### src/rtl/mem_arb_pkg.sv
// -----------------------------------------------------------------------------
// mem_arb_pkg
// Shared definitions for the memory request arbiter:
//   - transaction kind codes (fetch / load / store)
//   - access size codes
//   - arbiter FSM state encoding
//   - default starvation limit for the optional fetch anti-starvation guard
//   - one-hot grant bit positions used between the picker and the top level
// -----------------------------------------------------------------------------
package mem_arb_pkg;

   typedef enum logic [1:0] {
      KIND_FETCH = 2'b00,
      KIND_LOAD  = 2'b01,
      KIND_STORE = 2'b10
   } mem_kind_e;

   localparam logic [1:0] SIZE_BYTE = 2'b00;
   localparam logic [1:0] SIZE_HALF = 2'b01;
   localparam logic [1:0] SIZE_WORD = 2'b11;

   typedef enum logic [1:0] {
      ST_IDLE  = 2'b00,
      ST_ISSUE = 2'b01,
      ST_WAIT  = 2'b10,
      ST_DRAIN = 2'b11
   } arb_state_e;

   localparam int STARVE_LIMIT_DEF = 8;

   // Bit positions inside the one-hot grant vector.
   localparam int GNT_FET = 0;
   localparam int GNT_LD  = 1;
   localparam int GNT_ST  = 2;

endpackage

### src/rtl/mem_req_arbiter_if.sv
// -----------------------------------------------------------------------------
// mem_req_arbiter_if
// Bundles the three requester handshakes, the memory-controller issue/complete
// signals and the per-requester completion pulses of mem_req_arbiter.
//   slave  : the arbiter's view (requests and memory status in, grants,
//            issue fields and done pulses out)
//   master : the environment's view (fetch/load/store units plus the memory
//            controller), the mirror image of slave
// Parameter ROB_W sets the width of the load ROB tag.
// -----------------------------------------------------------------------------
interface mem_req_arbiter_if #(
   parameter int ROB_W = 4
);
   // fetch requester
   logic             fet_req_valid;
   logic [31:0]      fet_req_addr;
   logic             fet_req_ready;
   // load requester
   logic             ld_req_valid;
   logic [1:0]       ld_req_size;
   logic [31:0]      ld_req_addr;
   logic [ROB_W-1:0] ld_req_id;
   logic             ld_req_ready;
   // store requester (committed stores)
   logic             st_req_valid;
   logic [1:0]       st_req_size;
   logic [31:0]      st_req_addr;
   logic [31:0]      st_req_data;
   logic             st_req_ready;
   // memory controller side
   logic             arb_mem_valid;
   logic [1:0]       arb_mem_kind;
   logic [1:0]       arb_mem_size;
   logic [31:0]      arb_mem_addr;
   logic [31:0]      arb_mem_data;
   logic [ROB_W-1:0] arb_mem_id;
   logic             mem_busy;
   logic             mem_done;
   // completion pulses and owner
   logic             fet_done;
   logic             ld_done;
   logic             st_done;
   logic [1:0]       arb_owner;

   modport slave (
      input  fet_req_valid, fet_req_addr,
      input  ld_req_valid, ld_req_size, ld_req_addr, ld_req_id,
      input  st_req_valid, st_req_size, st_req_addr, st_req_data,
      input  mem_busy, mem_done,
      output fet_req_ready, ld_req_ready, st_req_ready,
      output arb_mem_valid, arb_mem_kind, arb_mem_size,
      output arb_mem_addr, arb_mem_data, arb_mem_id,
      output fet_done, ld_done, st_done, arb_owner
   );

   modport master (
      output fet_req_valid, fet_req_addr,
      output ld_req_valid, ld_req_size, ld_req_addr, ld_req_id,
      output st_req_valid, st_req_size, st_req_addr, st_req_data,
      output mem_busy, mem_done,
      input  fet_req_ready, ld_req_ready, st_req_ready,
      input  arb_mem_valid, arb_mem_kind, arb_mem_size,
      input  arb_mem_addr, arb_mem_data, arb_mem_id,
      input  fet_done, ld_done, st_done, arb_owner
   );

endinterface

### src/rtl/mem_arb_pick.sv
// -----------------------------------------------------------------------------
// mem_arb_pick
// Combinational priority select for the memory request arbiter.
// Ports:
//   fet_valid, ld_valid, st_valid : requests eligible this cycle
//   starve                        : fetch has lost too often and outranks all
//   grant[2:0]                    : one-hot grant, bit positions GNT_* from
//                                   mem_arb_pkg; all zero when nothing is valid
// Normal order is store > load > fetch; a raised starve flag puts fetch first.
// -----------------------------------------------------------------------------
module mem_arb_pick
   import mem_arb_pkg::*;
(
   input  logic       fet_valid,
   input  logic       ld_valid,
   input  logic       st_valid,
   input  logic       starve,
   output logic [2:0] grant
);

   always_comb begin
      // NOTE: default every output first so no path through the if-chain
      // leaves grant unassigned (which would infer a latch).
      grant = '0;
      if (starve && fet_valid) begin
         grant[GNT_FET] = 1'b1;
      end else if (st_valid) begin
         grant[GNT_ST] = 1'b1;
      end else if (ld_valid) begin
         grant[GNT_LD] = 1'b1;
      end else if (fet_valid) begin
         grant[GNT_FET] = 1'b1;
      end
   end

endmodule

### src/rtl/mem_req_arbiter.sv
// -----------------------------------------------------------------------------
// mem_req_arbiter
// Arbitrates instruction fetch, load and committed-store requests onto a single
// memory controller port, one transaction at a time.
//
// Ports:
//   clk   : clock
//   rst   : synchronous active-high reset, wins over rdy and flush
//   rdy   : global enable; all state and the latched fields hold while low,
//           and no ready/valid/done strobe is produced
//   flush : pipeline flush; cancels fetch/load work, never stores
//   bus   : mem_req_arbiter_if.slave (requester handshakes, issue fields,
//           memory busy/done, per-requester done pulses, arb_owner)
//
// Flow: IDLE arbitrates and latches the winner -> ISSUE strobes arb_mem_valid
// on the first cycle mem_busy is low -> WAIT for mem_done, which pulses the
// owner's done -> IDLE. A flushed fetch/load in WAIT goes to DRAIN, where the
// completion is absorbed silently.
//
// Build option: define MEM_ARB_STARVE_GUARD_EN to add the fetch anti-starvation
// counter. Once fetch has lost STARVE_LIMIT arbitrations in which it was
// valid, it outranks store and load until it is granted or a flush occurs.
// Without the macro the priority is strictly store > load > fetch.
// -----------------------------------------------------------------------------
module mem_req_arbiter
   import mem_arb_pkg::*;
#(
   parameter int STARVE_LIMIT = STARVE_LIMIT_DEF,
   parameter int ROB_W        = 4
) (
   input  logic               clk,
   input  logic               rst,
   input  logic               rdy,
   input  logic               flush,
   mem_req_arbiter_if.slave   bus
);

   arb_state_e       state_q;
   mem_kind_e        kind_q;
   logic [1:0]       size_q;
   logic [31:0]      addr_q;
   logic [31:0]      data_q;
   logic [ROB_W-1:0] id_q;

   logic       active;
   logic       fet_elig;
   logic       ld_elig;
   logic       starve;
   logic [2:0] gnt;
   logic       idle_arb;
   logic       kill;
   logic       issue_fire;
   logic       done_fire;

   // Strobes are only produced when enabled and out of reset.
   assign active   = rdy && !rst;

   // Flush blocks new fetch/load acceptance; stores are unaffected.
   assign fet_elig = bus.fet_req_valid && !flush;
   assign ld_elig  = bus.ld_req_valid  && !flush;

   mem_arb_pick u_pick (
      .fet_valid (fet_elig),
      .ld_valid  (ld_elig),
      .st_valid  (bus.st_req_valid),
      .starve    (starve),
      .grant     (gnt)
   );

   assign idle_arb = (state_q == ST_IDLE) && (|gnt);

   // A flush cancels the transaction in flight unless it is a store.
   assign kill       = flush && (kind_q != KIND_STORE);
   assign issue_fire = active && (state_q == ST_ISSUE) && !bus.mem_busy && !kill;
   assign done_fire  = active && (state_q == ST_WAIT)  && bus.mem_done  && !kill;

   assign bus.fet_req_ready = active && idle_arb && gnt[GNT_FET];
   assign bus.ld_req_ready  = active && idle_arb && gnt[GNT_LD];
   assign bus.st_req_ready  = active && idle_arb && gnt[GNT_ST];

   assign bus.arb_mem_valid = issue_fire;
   assign bus.arb_mem_kind  = kind_q;
   assign bus.arb_mem_size  = size_q;
   assign bus.arb_mem_addr  = addr_q;
   assign bus.arb_mem_data  = data_q;
   assign bus.arb_mem_id    = id_q;
   assign bus.arb_owner     = kind_q;

   assign bus.fet_done = done_fire && (kind_q == KIND_FETCH);
   assign bus.ld_done  = done_fire && (kind_q == KIND_LOAD);
   assign bus.st_done  = done_fire && (kind_q == KIND_STORE);

   // ---------------------------------------------------------------------------
   // Transaction FSM and latched request fields
   // ---------------------------------------------------------------------------
   always_ff @(posedge clk) begin
      // NOTE: sequential state uses non-blocking assignments so every register
      // samples the pre-edge values, independent of statement order.
      if (rst) begin
         state_q <= ST_IDLE;
         kind_q  <= KIND_FETCH;
         size_q  <= '0;
         addr_q  <= '0;
         data_q  <= '0;
         id_q    <= '0;
      end else if (rdy) begin
         unique case (state_q)
            ST_IDLE: begin
               if (gnt[GNT_ST]) begin
                  state_q <= ST_ISSUE;
                  kind_q  <= KIND_STORE;
                  size_q  <= bus.st_req_size;
                  addr_q  <= bus.st_req_addr;
                  data_q  <= bus.st_req_data;
                  id_q    <= '0;
               end else if (gnt[GNT_LD]) begin
                  state_q <= ST_ISSUE;
                  kind_q  <= KIND_LOAD;
                  size_q  <= bus.ld_req_size;
                  addr_q  <= bus.ld_req_addr;
                  data_q  <= '0;
                  id_q    <= bus.ld_req_id;
               end else if (gnt[GNT_FET]) begin
                  state_q <= ST_ISSUE;
                  kind_q  <= KIND_FETCH;
                  size_q  <= SIZE_WORD;
                  addr_q  <= bus.fet_req_addr;
                  data_q  <= '0;
                  id_q    <= '0;
               end
            end
            ST_ISSUE: begin
               // A cancelled fetch/load is dropped before it ever reaches memory.
               if (kill) begin
                  state_q <= ST_IDLE;
               end else if (!bus.mem_busy) begin
                  state_q <= ST_WAIT;
               end
            end
            ST_WAIT: begin
               // mem_done ends the transaction even when a flush coincides;
               // the done pulse is suppressed combinationally in that case.
               if (bus.mem_done) begin
                  state_q <= ST_IDLE;
               end else if (kill) begin
                  state_q <= ST_DRAIN;
               end
            end
            ST_DRAIN: begin
               if (bus.mem_done) begin
                  state_q <= ST_IDLE;
               end
            end
            default: state_q <= ST_IDLE;
         endcase
      end
   end

   // ---------------------------------------------------------------------------
   // Fetch anti-starvation guard
   // ---------------------------------------------------------------------------
`ifdef MEM_ARB_STARVE_GUARD_EN
   localparam int CNT_W = $clog2(STARVE_LIMIT + 1);

   logic [CNT_W-1:0] starve_cnt_q;

   assign starve = (starve_cnt_q >= CNT_W'(STARVE_LIMIT));

   always_ff @(posedge clk) begin
      if (rst) begin
         starve_cnt_q <= '0;
      end else if (rdy) begin
         if (flush) begin
            starve_cnt_q <= '0;
         end else if (idle_arb) begin
            if (gnt[GNT_FET]) begin
               starve_cnt_q <= '0;
            end else if (bus.fet_req_valid && (starve_cnt_q != CNT_W'(STARVE_LIMIT))) begin
               starve_cnt_q <= starve_cnt_q + 1'b1;
            end
         end
      end
   end
`else
   // Fixed priority: the flag folds to constant 0 for any legal limit.
   assign starve = (STARVE_LIMIT < 0);
`endif

endmodule

### src/flat_wrapper.sv
// flat-port wrapper written by rule: the top's interface ports become plain ports
module mem_req_arbiter_flat import mem_arb_pkg::*;
#(
   parameter int STARVE_LIMIT = STARVE_LIMIT_DEF,
   parameter int ROB_W        = 4
)
  (clk, rst, rdy, flush, bus_fet_req_valid, bus_fet_req_addr, bus_ld_req_valid, bus_ld_req_size, bus_ld_req_addr, bus_ld_req_id, bus_st_req_valid, bus_st_req_size, bus_st_req_addr, bus_st_req_data, bus_mem_busy, bus_mem_done, bus_fet_req_ready, bus_ld_req_ready, bus_st_req_ready, bus_arb_mem_valid, bus_arb_mem_kind, bus_arb_mem_size, bus_arb_mem_addr, bus_arb_mem_data, bus_arb_mem_id, bus_fet_done, bus_ld_done, bus_st_done, bus_arb_owner);
  mem_req_arbiter_if #(.ROB_W(ROB_W)) bus_i ();
  input  logic clk;
  input  logic rst;
  input  logic rdy;
  input  logic flush;
  input wire logic [$bits(bus_i.fet_req_valid)-1:0] bus_fet_req_valid;
  input wire logic [$bits(bus_i.fet_req_addr)-1:0] bus_fet_req_addr;
  input wire logic [$bits(bus_i.ld_req_valid)-1:0] bus_ld_req_valid;
  input wire logic [$bits(bus_i.ld_req_size)-1:0] bus_ld_req_size;
  input wire logic [$bits(bus_i.ld_req_addr)-1:0] bus_ld_req_addr;
  input wire logic [$bits(bus_i.ld_req_id)-1:0] bus_ld_req_id;
  input wire logic [$bits(bus_i.st_req_valid)-1:0] bus_st_req_valid;
  input wire logic [$bits(bus_i.st_req_size)-1:0] bus_st_req_size;
  input wire logic [$bits(bus_i.st_req_addr)-1:0] bus_st_req_addr;
  input wire logic [$bits(bus_i.st_req_data)-1:0] bus_st_req_data;
  input wire logic [$bits(bus_i.mem_busy)-1:0] bus_mem_busy;
  input wire logic [$bits(bus_i.mem_done)-1:0] bus_mem_done;
  output wire logic [$bits(bus_i.fet_req_ready)-1:0] bus_fet_req_ready;
  output wire logic [$bits(bus_i.ld_req_ready)-1:0] bus_ld_req_ready;
  output wire logic [$bits(bus_i.st_req_ready)-1:0] bus_st_req_ready;
  output wire logic [$bits(bus_i.arb_mem_valid)-1:0] bus_arb_mem_valid;
  output wire logic [$bits(bus_i.arb_mem_kind)-1:0] bus_arb_mem_kind;
  output wire logic [$bits(bus_i.arb_mem_size)-1:0] bus_arb_mem_size;
  output wire logic [$bits(bus_i.arb_mem_addr)-1:0] bus_arb_mem_addr;
  output wire logic [$bits(bus_i.arb_mem_data)-1:0] bus_arb_mem_data;
  output wire logic [$bits(bus_i.arb_mem_id)-1:0] bus_arb_mem_id;
  output wire logic [$bits(bus_i.fet_done)-1:0] bus_fet_done;
  output wire logic [$bits(bus_i.ld_done)-1:0] bus_ld_done;
  output wire logic [$bits(bus_i.st_done)-1:0] bus_st_done;
  output wire logic [$bits(bus_i.arb_owner)-1:0] bus_arb_owner;
  assign bus_i.fet_req_valid = bus_fet_req_valid;
  assign bus_i.fet_req_addr = bus_fet_req_addr;
  assign bus_i.ld_req_valid = bus_ld_req_valid;
  assign bus_i.ld_req_size = bus_ld_req_size;
  assign bus_i.ld_req_addr = bus_ld_req_addr;
  assign bus_i.ld_req_id = bus_ld_req_id;
  assign bus_i.st_req_valid = bus_st_req_valid;
  assign bus_i.st_req_size = bus_st_req_size;
  assign bus_i.st_req_addr = bus_st_req_addr;
  assign bus_i.st_req_data = bus_st_req_data;
  assign bus_i.mem_busy = bus_mem_busy;
  assign bus_i.mem_done = bus_mem_done;
  assign bus_fet_req_ready = bus_i.fet_req_ready;
  assign bus_ld_req_ready = bus_i.ld_req_ready;
  assign bus_st_req_ready = bus_i.st_req_ready;
  assign bus_arb_mem_valid = bus_i.arb_mem_valid;
  assign bus_arb_mem_kind = bus_i.arb_mem_kind;
  assign bus_arb_mem_size = bus_i.arb_mem_size;
  assign bus_arb_mem_addr = bus_i.arb_mem_addr;
  assign bus_arb_mem_data = bus_i.arb_mem_data;
  assign bus_arb_mem_id = bus_i.arb_mem_id;
  assign bus_fet_done = bus_i.fet_done;
  assign bus_ld_done = bus_i.ld_done;
  assign bus_st_done = bus_i.st_done;
  assign bus_arb_owner = bus_i.arb_owner;
  mem_req_arbiter #(.STARVE_LIMIT(STARVE_LIMIT), .ROB_W(ROB_W)) u_core (.clk(clk), .rst(rst), .rdy(rdy), .flush(flush), .bus(bus_i));
endmodule
### config.mk
export PLATFORM = sky130hd
export DESIGN_NAME = mem_req_arbiter_flat
export DESIGN_NICKNAME = d
export VERILOG_FILES = /design/src/rtl/mem_arb_pkg.sv /design/src/rtl/mem_req_arbiter_if.sv /design/src/rtl/mem_arb_pick.sv /design/src/rtl/mem_req_arbiter.sv /design/src/flat_wrapper.sv
export SDC_FILE = /design/constraint.sdc
export NUM_CORES = 1
export LEC_CHECK = 0
export ABC_AREA = 1
export CORE_MARGIN = 2
export CORE_UTILIZATION = 39
export DETAILED_ROUTE_END_ITERATION = 10
export PLACE_DENSITY = 0.86
export SYNTH_ARGS = -nofsm -noshare
export SYNTH_HDL_FRONTEND = slang
export SYNTH_SLANG_ARGS = --single-unit
### constraint.sdc
create_clock -name clk -period 1.96 [get_ports clk]
set_input_delay 0.294 -clock clk [delete_from_list [all_inputs] [get_ports clk]]
set_output_delay 0.294 -clock clk [all_outputs]
set_load 0.02 [all_outputs]
==> results of run 1 <==
## worst paths after layout
path	startpoint	endpoint	slack, ns	cells past startpoint
setup / recovery	rdy	bus_ld_done	0.04	6
hold / removal	rst	u_core.state_q[0]$_SDFFE_PP0P_	0.40	5
setup reg to reg	u_core.state_q[0]$_SDFFE_PP0P_	u_core.bus.arb_mem_data[31]$_SDFFE_PP0P_	0.40	5
hold reg to reg	u_core.bus.arb_mem_data[23]$_SDFFE_PP0P_	u_core.bus.arb_mem_data[23]$_SDFFE_PP0P_	0.46	2
## worst max-delay path, delay by kind of cell
family / cells / cell delay (ns)
buffers and inverters: 2 / 0.81
AND/OR/NAND/NOR: 4 / 0.53
## power breakdown
group	switching, mW	leakage [nW]	total [mW]	internal, mW
clock	0.593	0.113	1.44	0.851
sequential	0.0578	0.604	1.66	1.60
combinational	0.548	1.65	1.12	0.568
## registers in the layout, indices dropped and copies added, names as in the netlist
register	count
u_core.bus.arb_mem_data	32
u_core.state_q	2
u_core.bus.arb_mem_size	2
u_core.bus.arb_mem_id	4
u_core.bus.arb_mem_kind	2
u_core.bus.arb_mem_addr	32
## synth_stat cells
library cell | instances | share of area
inv_2 | 4 | 0.0043
buf_2 | 16 | 0.023
nand3_2 | 1 | 0.0029
o22ai_1 | 2 | 0.0036
buf_4 | 8 | 0.017
nor2_2 | 1 | 0.0018
clkbuf_1 | 14 | 0.015
nand3_4 | 1 | 0.0051
nand2_1 | 215 | 0.23
nor2_4 | 1 | 0.0032
buf_1 | 2 | 0.0022
inv_1 | 12 | 0.013
dfxtp_1 | 74 | 0.43
nor3_1 | 3 | 0.0043
nor4_1 | 1 | 0.0018
nand2_2 | 1 | 0.0018
nand4_1 | 32 | 0.058
o21ai_0 | 3 | 0.0043
a21oi_1 | 65 | 0.094
nand3_1 | 46 | 0.066
nor2_1 | 15 | 0.016
a21boi_0 | 1 | 0.0022
## through the flow
| stage | area, um^2 | hold WS [ns] | setup slack (ns) | instances |
|---|---|---|---|---|
| after floorplan | 3470 | 0.405 | 0.360 | 518 |
| after global placement | 5830 | 0.447 | -0.347 | 834 |
| after detailed placement | 5830 | 0.454 | -0.392 | 834 |
| after CTS | 6080 | 0.381 | 0.0108 | 850 |
| after global routing | 6070 | 0.403 | -0.0233 | 850 |
| final | 6070 | 0.400 | 0.0389 | 850 |
## layout make-up
type / count / area, um^2
multi-input cells: 388 / 1730
repair buffers: 248 / 2410
clock buffers: 10 / 128
well taps: 108 / 135
flip-flops and latches: 74 / 1480
inverters: 16 / 60.1
fillers: 716 / 2610
clock inverters: 6 / 114
## routing by layer
layer / wire length (um) / share of wire / track usage / vias up
li1: - / - / - / 2135
met3: 1140 / 0.093 / 0.0830 / 18
met2: 6220 / 0.51 / 0.436 / 161
met4: 218 / 0.018 / 0.0790 / 0
met1: 4710 / 0.38 / 0.275 / 1977
met5: 0 / 0 / 0 / -
## kinds of logic after synthesis
kind of cell / count (synthesis) / synth area share
simple gates: 317 / 0.394
flops: 74 / 0.427
compound gates: 71 / 0.104
buf+inv: 56 / 0.0750
## repair_timing
action | 4_1_cts | 5_1_grt
hold buffers | 0 | 0
resized for setup | 21 | 7
endpoints found under the setup margin | 7 | 7
==> flow_summary.ini, run 1 <==
[finish]
diodes = 0
mostFrequentLayoutCells = clkdlybuf4s50_1, nand2_1, dfxtp_1
area_growth_pct = 74.9
final_util = 0.699
finalNetCount = 882
drive_gt1_frac = 0.0782
final_common_cell = clkdlybuf4s50_1

[run]
max_cap_viol_count = 0

[routing]
detail_route.wl_per_cell_um = 14.5
ant_nets = 0
dr.first_iter.drc_count = 122
drc = 0
routed-via-count = 4291
firstDrtPassIters = 4
vias_per_cell = 5.05
wirelength_mm = 12.3

[die]
die_area_mm2 = 0.00966
die_h_um = 98.3
die_width_um = 98.3
fp.coreArea_mm2 = 0.00868
rows = 34
start_util = 0.400
ios = 226

[timing]
setup_violations = 0
rsz0062_at_grt = yes
max_slew.worst_pin.slew_ns = 0.733
clock.fmax_mhz = 521
finalCriticalPeriod_ns = 1.92
drv_slew = 0
skew_ns = 0.0104
fin_tns_setup_ns = 0
finalCritPeriodShare = 0.980
hold_violations = 0
slew_headroom = 0.511

[clock_tree]
cts_buffer_depth = 2
clk_latency_ns = 0.34
cts.sinks = 74
root_buffer = clkbuf_8
htreeDepth = 3
cts_buffers = 9
cts.clk_slew.worst_paths_ns = 0.08
cts_setup_buffers = 0
cts_tree = yes

[critical_path]
cp_slowest_cell = clkdlybuf4s50_1
start_kind = input pin
arrival_ns = 1.63
end_kind = primary output
worstPathMaxFanout = 3
slowest_delay_ns = 0.53
path_cells = clkdlybuf4s50_1, nand2_1, nor4_2, nand2_1, nor2_1, clkdlybuf4s15_2
cpMostUsedCell = nand2_1
crit_type = input pin to primary output
critical_path_required_ns = 1.67

[global_routing]
grt.total_usage = 0.245
antenna_found_initial = 0
grt.overflow.total = 0
grt_max_degree = 73
grt_pass1_vias = 4218
grt_pass1_wl_mm = 19.7

[yosys]
synth_cells = 518
ys_seq_area_frac = 0.427
postSynthAreaPerCell_um2 = 6.70
synth_warnings = 0
synth.distinct_cells = 22
syn-cell-area_mm2 = 0.00347
synthesis.nets = 663
synth-seq-cells = 74

[outcome]
status = complete, no violations

[power_and_ir_drop]
finalPower_mw = 4.22
pwr_density_cell_mw_per_mm2 = 695
leakage_nw = 2.36
peakVddDrop_mv = 0.451

[worst_hold_path]
hold_path.class = input pin to flop

[place]
place_hpwl_mm = 9.05
gp_congestion = 0.844
port_buffers = 225
Note: power is estimated with default switching activity, not from simulation.
==> inputs of run 2 (changes only) <==
--- a/config.mk
+++ b/config.mk
@@ -9,7 +9,9 @@
 export CORE_MARGIN = 2
 export CORE_UTILIZATION = 39
 export DETAILED_ROUTE_END_ITERATION = 10
+export MAX_ROUTING_LAYER = met4
 export PLACE_DENSITY = 0.86
+export REMOVE_ABC_BUFFERS = 1
 export SYNTH_ARGS = -nofsm -noshare
 export SYNTH_HDL_FRONTEND = slang
 export SYNTH_SLANG_ARGS = --single-unit
==> run 2 against run 1 <==
Effect of this change: flip-flop and latch count unchanged; sequential share of layout area down 0.080 points; hold slack better by 0.012 ns; routed wire length up 0.41%; clock power down 8%; combinational power about the same; sequential power about the same; maximum frequency up 3.7%; critical path depth up 3; register-to-register slack worse by 0.04 ns; global-route usage up 1.2 points; cell area up 0.33%; critical path type unchanged; highest routed layer unchanged.
==> flow_summary.ini, run 2 (synthesized netlist as in run 1, its figures left out) <==
[critical_path]
worstPathMaxFanout = 3
r2r-end = u_core.bus.arb_mem_data[30]$_SDFFE_PP0P_
end_kind = primary output
r2r_start = u_core.state_q[0]$_SDFFE_PP0P_
crit_type = input pin to primary output
crit_end = bus_fet_req_ready
crit_start = flush
arrival_ns = 1.56
start_kind = input pin
r2r_setup_slack_ns = 0.36
critical_path_required_ns = 1.67
r2r_cells = 5

[clock_tree]
htreeDepth = 3
clk_latency_ns = 0.34
cts_buffer_depth = 2
cts_buffers = 9
cts.sinks = 74
cts.clk_slew.worst_paths_ns = 0.08
cts_tree = yes
cts_setup_buffers = 0
root_buffer = clkbuf_8

[run]
max_cap_viol_count = 0

[routing]
vias_per_cell = 5.10
ant_nets = 0
drc = 0
routed-via-count = 4353
detail_route.wl_per_cell_um = 14.5
firstDrtPassIters = 5
dr.first_iter.drc_count = 193
wirelength_mm = 12.3

[place]
preCtsSetupSlack_ns = -0.454
place_hpwl_mm = 9.18
gp_congestion = 0.944
port_buffers = 225

[global_routing]
grt.total_usage = 0.257
grt_max_degree = 73
antenna_found_initial = 0
grt_pass1_vias = 4274
grt.overflow.total = 0
grt_pass1_wl_mm = 19.8

[finish]
finalNetCount = 885
drive_gt1_frac = 0.0832
mostFrequentLayoutCells = nand2_1, clkdlybuf4s50_1, dfxtp_1
area_growth_pct = 75.5
diodes = 0

[die]
rows = 34
die_h_um = 98.3
die_width_um = 98.3
fp.coreArea_mm2 = 0.00868
ios = 226
die_area_mm2 = 0.00966
start_util = 0.400

[timing]
setup_violations = 0
max_slew.worst_pin.slew_ns = 0.733
drv_slew = 0
skew_ns = 0.00958
finalCritPeriodShare = 0.945
slew_headroom = 0.511
fin_ws_ns = 0.108
rsz0062_at_grt = no
finalCriticalPeriod_ns = 1.85
hold_violations = 0
clock.fmax_mhz = 540

[power_and_ir_drop]
peakVddDrop_mv = 0.479
finalPower_mw = 4.12
pwr_density_cell_mw_per_mm2 = 677
leakage_nw = 2.38

[outcome]
status = complete, no violations

[worst_hold_path]
hold_path.class = input pin to flop
[run 2: through the flow]
step	TNS, ns	util	hold WS [ns]	cell area [um^2]	std cells
after floorplan	-5.93	-	0.363	3270	478
after global placement	-5.84	0.674	0.448	5850	837
after detailed placement	-8.12	0.674	0.454	5850	837
after CTS	0	0.701	0.393	6090	853
after global routing	0	0.701	0.421	6090	853
final	0	0.701	0.412	6090	853
[run 2: cell type report]
type                            instances  area (um^2)
Inverter                               16         60.1
Sequential cell                        74         1480
Fill cell                             730         2590
Timing Repair Buffer                  251         2440
Clock buffer                            9          124
Clock inverter                          7          101
Multi-Input combinational cell        388         1740
Tap cell                              108          135
[run 2: worst min-delay path by stage]
stage / slack (ns) / to / startpoint / depth (start not counted)
CTS: 0.39 / u_core.state_q[0]$_SDFFE_PP0P_ / rst / 5
finish: 0.41 / u_core.state_q[0]$_SDFFE_PP0P_ / rst / 5
global route: 0.42 / u_core.state_q[0]$_SDFFE_PP0P_ / rst / 5
global placement: 0.45 / u_core.bus.arb_mem_data[12]$_SDFFE_PP0P_ / u_core.bus.arb_mem_data[12]$_SDFFE_PP0P_ / 2
floorplan: 0.36 / u_core.bus.arb_mem_addr[0]$_SDFFE_PP0P_ / rst / 1
detailed placement: 0.45 / u_core.bus.arb_mem_data[13]$_SDFFE_PP0P_ / u_core.bus.arb_mem_data[13]$_SDFFE_PP0P_ / 2
[run 2: layer usage]
| layer | vias up | track usage | wire [um] |
|---|---|---|---|
| met2 | 170 | 0.457 | 6370 |
| met4 | 0 | 0.105 | 330 |
| met3 | 28 | 0.0458 | 801 |
| met1 | 2015 | 0.283 | 4830 |
| li1 | 2140 | - | - |
| met5 | - | - | 0 |
[run 2: what timing repair did]
item	in CTS	in global routing
setup endpoints to repair	7	6
hold buffers	0	0
gates resized for setup	26	5
[run 2: critical path, cell delays in order]
cell,delay (ns)
clkdlybuf4s50_1,0.44
inv_2,0.07
nand2_1,0.08
nand3_2,0.10
nand3_4,0.07
inv_2,0.06
nand2_1,0.07
nor3_1,0.19
buf_4,0.19
[run 2: power by group]
part           total (mW)  switching [mW]  internal (mW)
clock                1.33           0.603          0.728
combinational        1.14           0.563          0.574
sequential           1.65          0.0552           1.60
==> inputs of run 3 (changes only) <==
==> constraint.sdc (replaced) <==
create_clock -name clk -period 2.21 [get_ports clk]
set_input_delay 0.3315 -clock clk [delete_from_list [all_inputs] [get_ports clk]]
set_output_delay 0.3315 -clock clk [all_outputs]
set_load 0.02 [all_outputs]
==> run 3 against run 2 <==
Effect of this change: final cell count shrank 0.70%; via count down 2.8%; clock power decreased by 23%; cell area fell by 1.4%; global-route usage down 1.4 points; core utilization down 0.99 points; sequential power is 11% lower; clock skew is 0.0017 ns higher; flip-flop and latch count is the same; non-clock buffer count is 6 lower; critical endpoint unchanged; largest cell class unchanged; largest power group unchanged.
==> flow_summary.ini, run 3 (synthesized netlist as in run 1, its figures left out) <==
[routing]
routed-via-count = 4230
firstDrtPassIters = 5
detail_route.wl_per_cell_um = 14.1
vias_per_cell = 4.99
ant_nets = 0
wirelength_mm = 11.9
drc = 0
dr.first_iter.drc_count = 216

[finish]
n_fill_cell = 729
diodes = 0
seq_area_mm2 = 0.00148
finalNetCount = 879
area_growth_pct = 73.0
drive_gt1_frac = 0.0663
mostFrequentLayoutCells = clkdlybuf4s50_1, nand2_1, dfxtp_1
finalInstanceArea_mm2 = 0.00600
final_common_cell = clkdlybuf4s50_1
multiInputGateArea_mm2 = 0.00173

[timing]
hold_violations = 0
skew_ns = 0.0112
fin_ws_ns = 0.112
drv_slew = 0
finalCriticalPeriod_ns = 2.10
finalCritPeriodShare = 0.950
max_slew.worst_pin.slew_ns = 0.730
clock.fmax_mhz = 477
rsz0062_at_grt = no
setup_violations = 0
slew_headroom = 0.514

[clock_tree]
clk_latency_ns = 0.33
cts.sinks = 74
root_buffer = clkbuf_8
cts_buffers = 9
cts_setup_buffers = 0
cts.clk_slew.worst_paths_ns = 0.07
htreeDepth = 3
cts_tree = yes
cts_buffer_depth = 2

[die]
fp.coreArea_mm2 = 0.00868
die_area_mm2 = 0.00966
start_util = 0.400
die_h_um = 98.3
rows = 34
die_width_um = 98.3
ios = 226

[global_routing]
grt_max_degree = 73
antenna_found_initial = 0
grt.overflow.total = 0
grt_pass1_wl_mm = 19.0
grt_pass1_vias = 4057
grt.total_usage = 0.244

[power_and_ir_drop]
leakage_nw = 2.36
pwr_density_cell_mw_per_mm2 = 580
peakVddDrop_mv = 0.375

[outcome]
status = complete, no violations

[place]
place_hpwl_mm = 8.87
preCtsSetupSlack_ns = -0.286
port_buffers = 225
placed_cell_area_mm2 = 0.00581
gp_congestion = 0.899

[critical_path]
end_kind = primary output
r2r_cells = 5
worstPathMaxFanout = 3
start_kind = input pin
r2r_start = u_core.state_q[0]$_SDFFE_PP0P_
arrival_ns = 1.77
crit_end = bus_fet_req_ready
critical_path_required_ns = 1.88
r2r_setup_slack_ns = 0.58
crit_type = input pin to primary output
crit_start = flush
r2r-end = u_core.bus.arb_mem_data[6]$_SDFFE_PP0P_

[worst_hold_path]
hold_path.class = input pin to flop

[run]
max_cap_viol_count = 0
-- run 3: cell count changes in the layout (fill, tap and decap cells not counted), moves of 2 or more --
cell / previous run / this run
dlygate4sd2_1: 1 / 6
clkdlybuf4s15_2: 3 / 0
clkinv_2: 0 / 4
buf_2: 4 / 2
buf_4: 26 / 19
clkinvlp_4: 2 / 0
-- run 3: worst min-delay path by stage --
stage	startpoint	end	slack (ns)	cells after the start
after CTS	bus_st_req_valid	u_core.bus.arb_mem_kind[1]$_SDFFE_PP0P_	0.36	3
final	bus_st_req_valid	u_core.bus.arb_mem_kind[1]$_SDFFE_PP0P_	0.38	3
after global placement	u_core.bus.arb_mem_data[16]$_SDFFE_PP0P_	u_core.bus.arb_mem_data[16]$_SDFFE_PP0P_	0.45	2
after global routing	bus_st_req_valid	u_core.bus.arb_mem_kind[1]$_SDFFE_PP0P_	0.38	3
after detailed placement	u_core.bus.arb_mem_data[13]$_SDFFE_PP0P_	u_core.bus.arb_mem_data[13]$_SDFFE_PP0P_	0.45	2
after floorplan	rst	u_core.bus.arb_mem_addr[0]$_SDFFE_PP0P_	0.40	1
-- run 3: routing by layer --
layer  vias up  GRT usage  wire length, um
li1       2131          -                -
met1      1923      0.287             4860
met2       154      0.419             6140
met3        22     0.0415              658
met4         0     0.0854              249
met5         -          -                0
-- run 3: area by class of cell --
class                           instances  share of cell area
Tap cell                              108              0.0225
Sequential cell                        74               0.247
Multi-Input combinational cell        388               0.289
Clock inverter                          7              0.0113
Inverter                               16              0.0100
Clock buffer                            9              0.0206
Timing Repair Buffer                  245               0.400
-- run 3: critical path, cell delays in order --
cell and delay, ns:
clkdlybuf4s50_1 0.46, inv_2 0.08, nand2_1 0.07, nand3_2 0.10, nand3_4 0.07, inv_2 0.06
nand2_1 0.07, nor3_1 0.16, dlygate4sd2_1 0.36
-- run 3: repair_timing --
item	4_1_cts	5_1_grt
gates resized for setup	8	2
setup endpoints to repair	7	2
hold buffers	0	0
-- run 3: power by group --
part           total (mW)  switching, mW  leakage (nW)  internal [mW]
Combinational       0.984          0.485          1.66          0.498
Sequential           1.47         0.0501         0.603           1.42
Clock                1.03          0.507         0.103          0.520
Total                3.48           1.04          2.36           2.44
-- run 3: stage by stage --
step	setup TNS [ns]	util	power, mW	std cells	hold WS [ns]
finish	0	0.691	3.48	847	0.376
global route	0	0.691	3.66	847	0.380
CTS	0	0.691	3.51	847	0.357
detailed placement	-1.21	0.669	2.48	831	0.451
global placement	-1.04	0.669	2.47	831	0.448
floorplan	-0.568	-	1.88	478	0.401
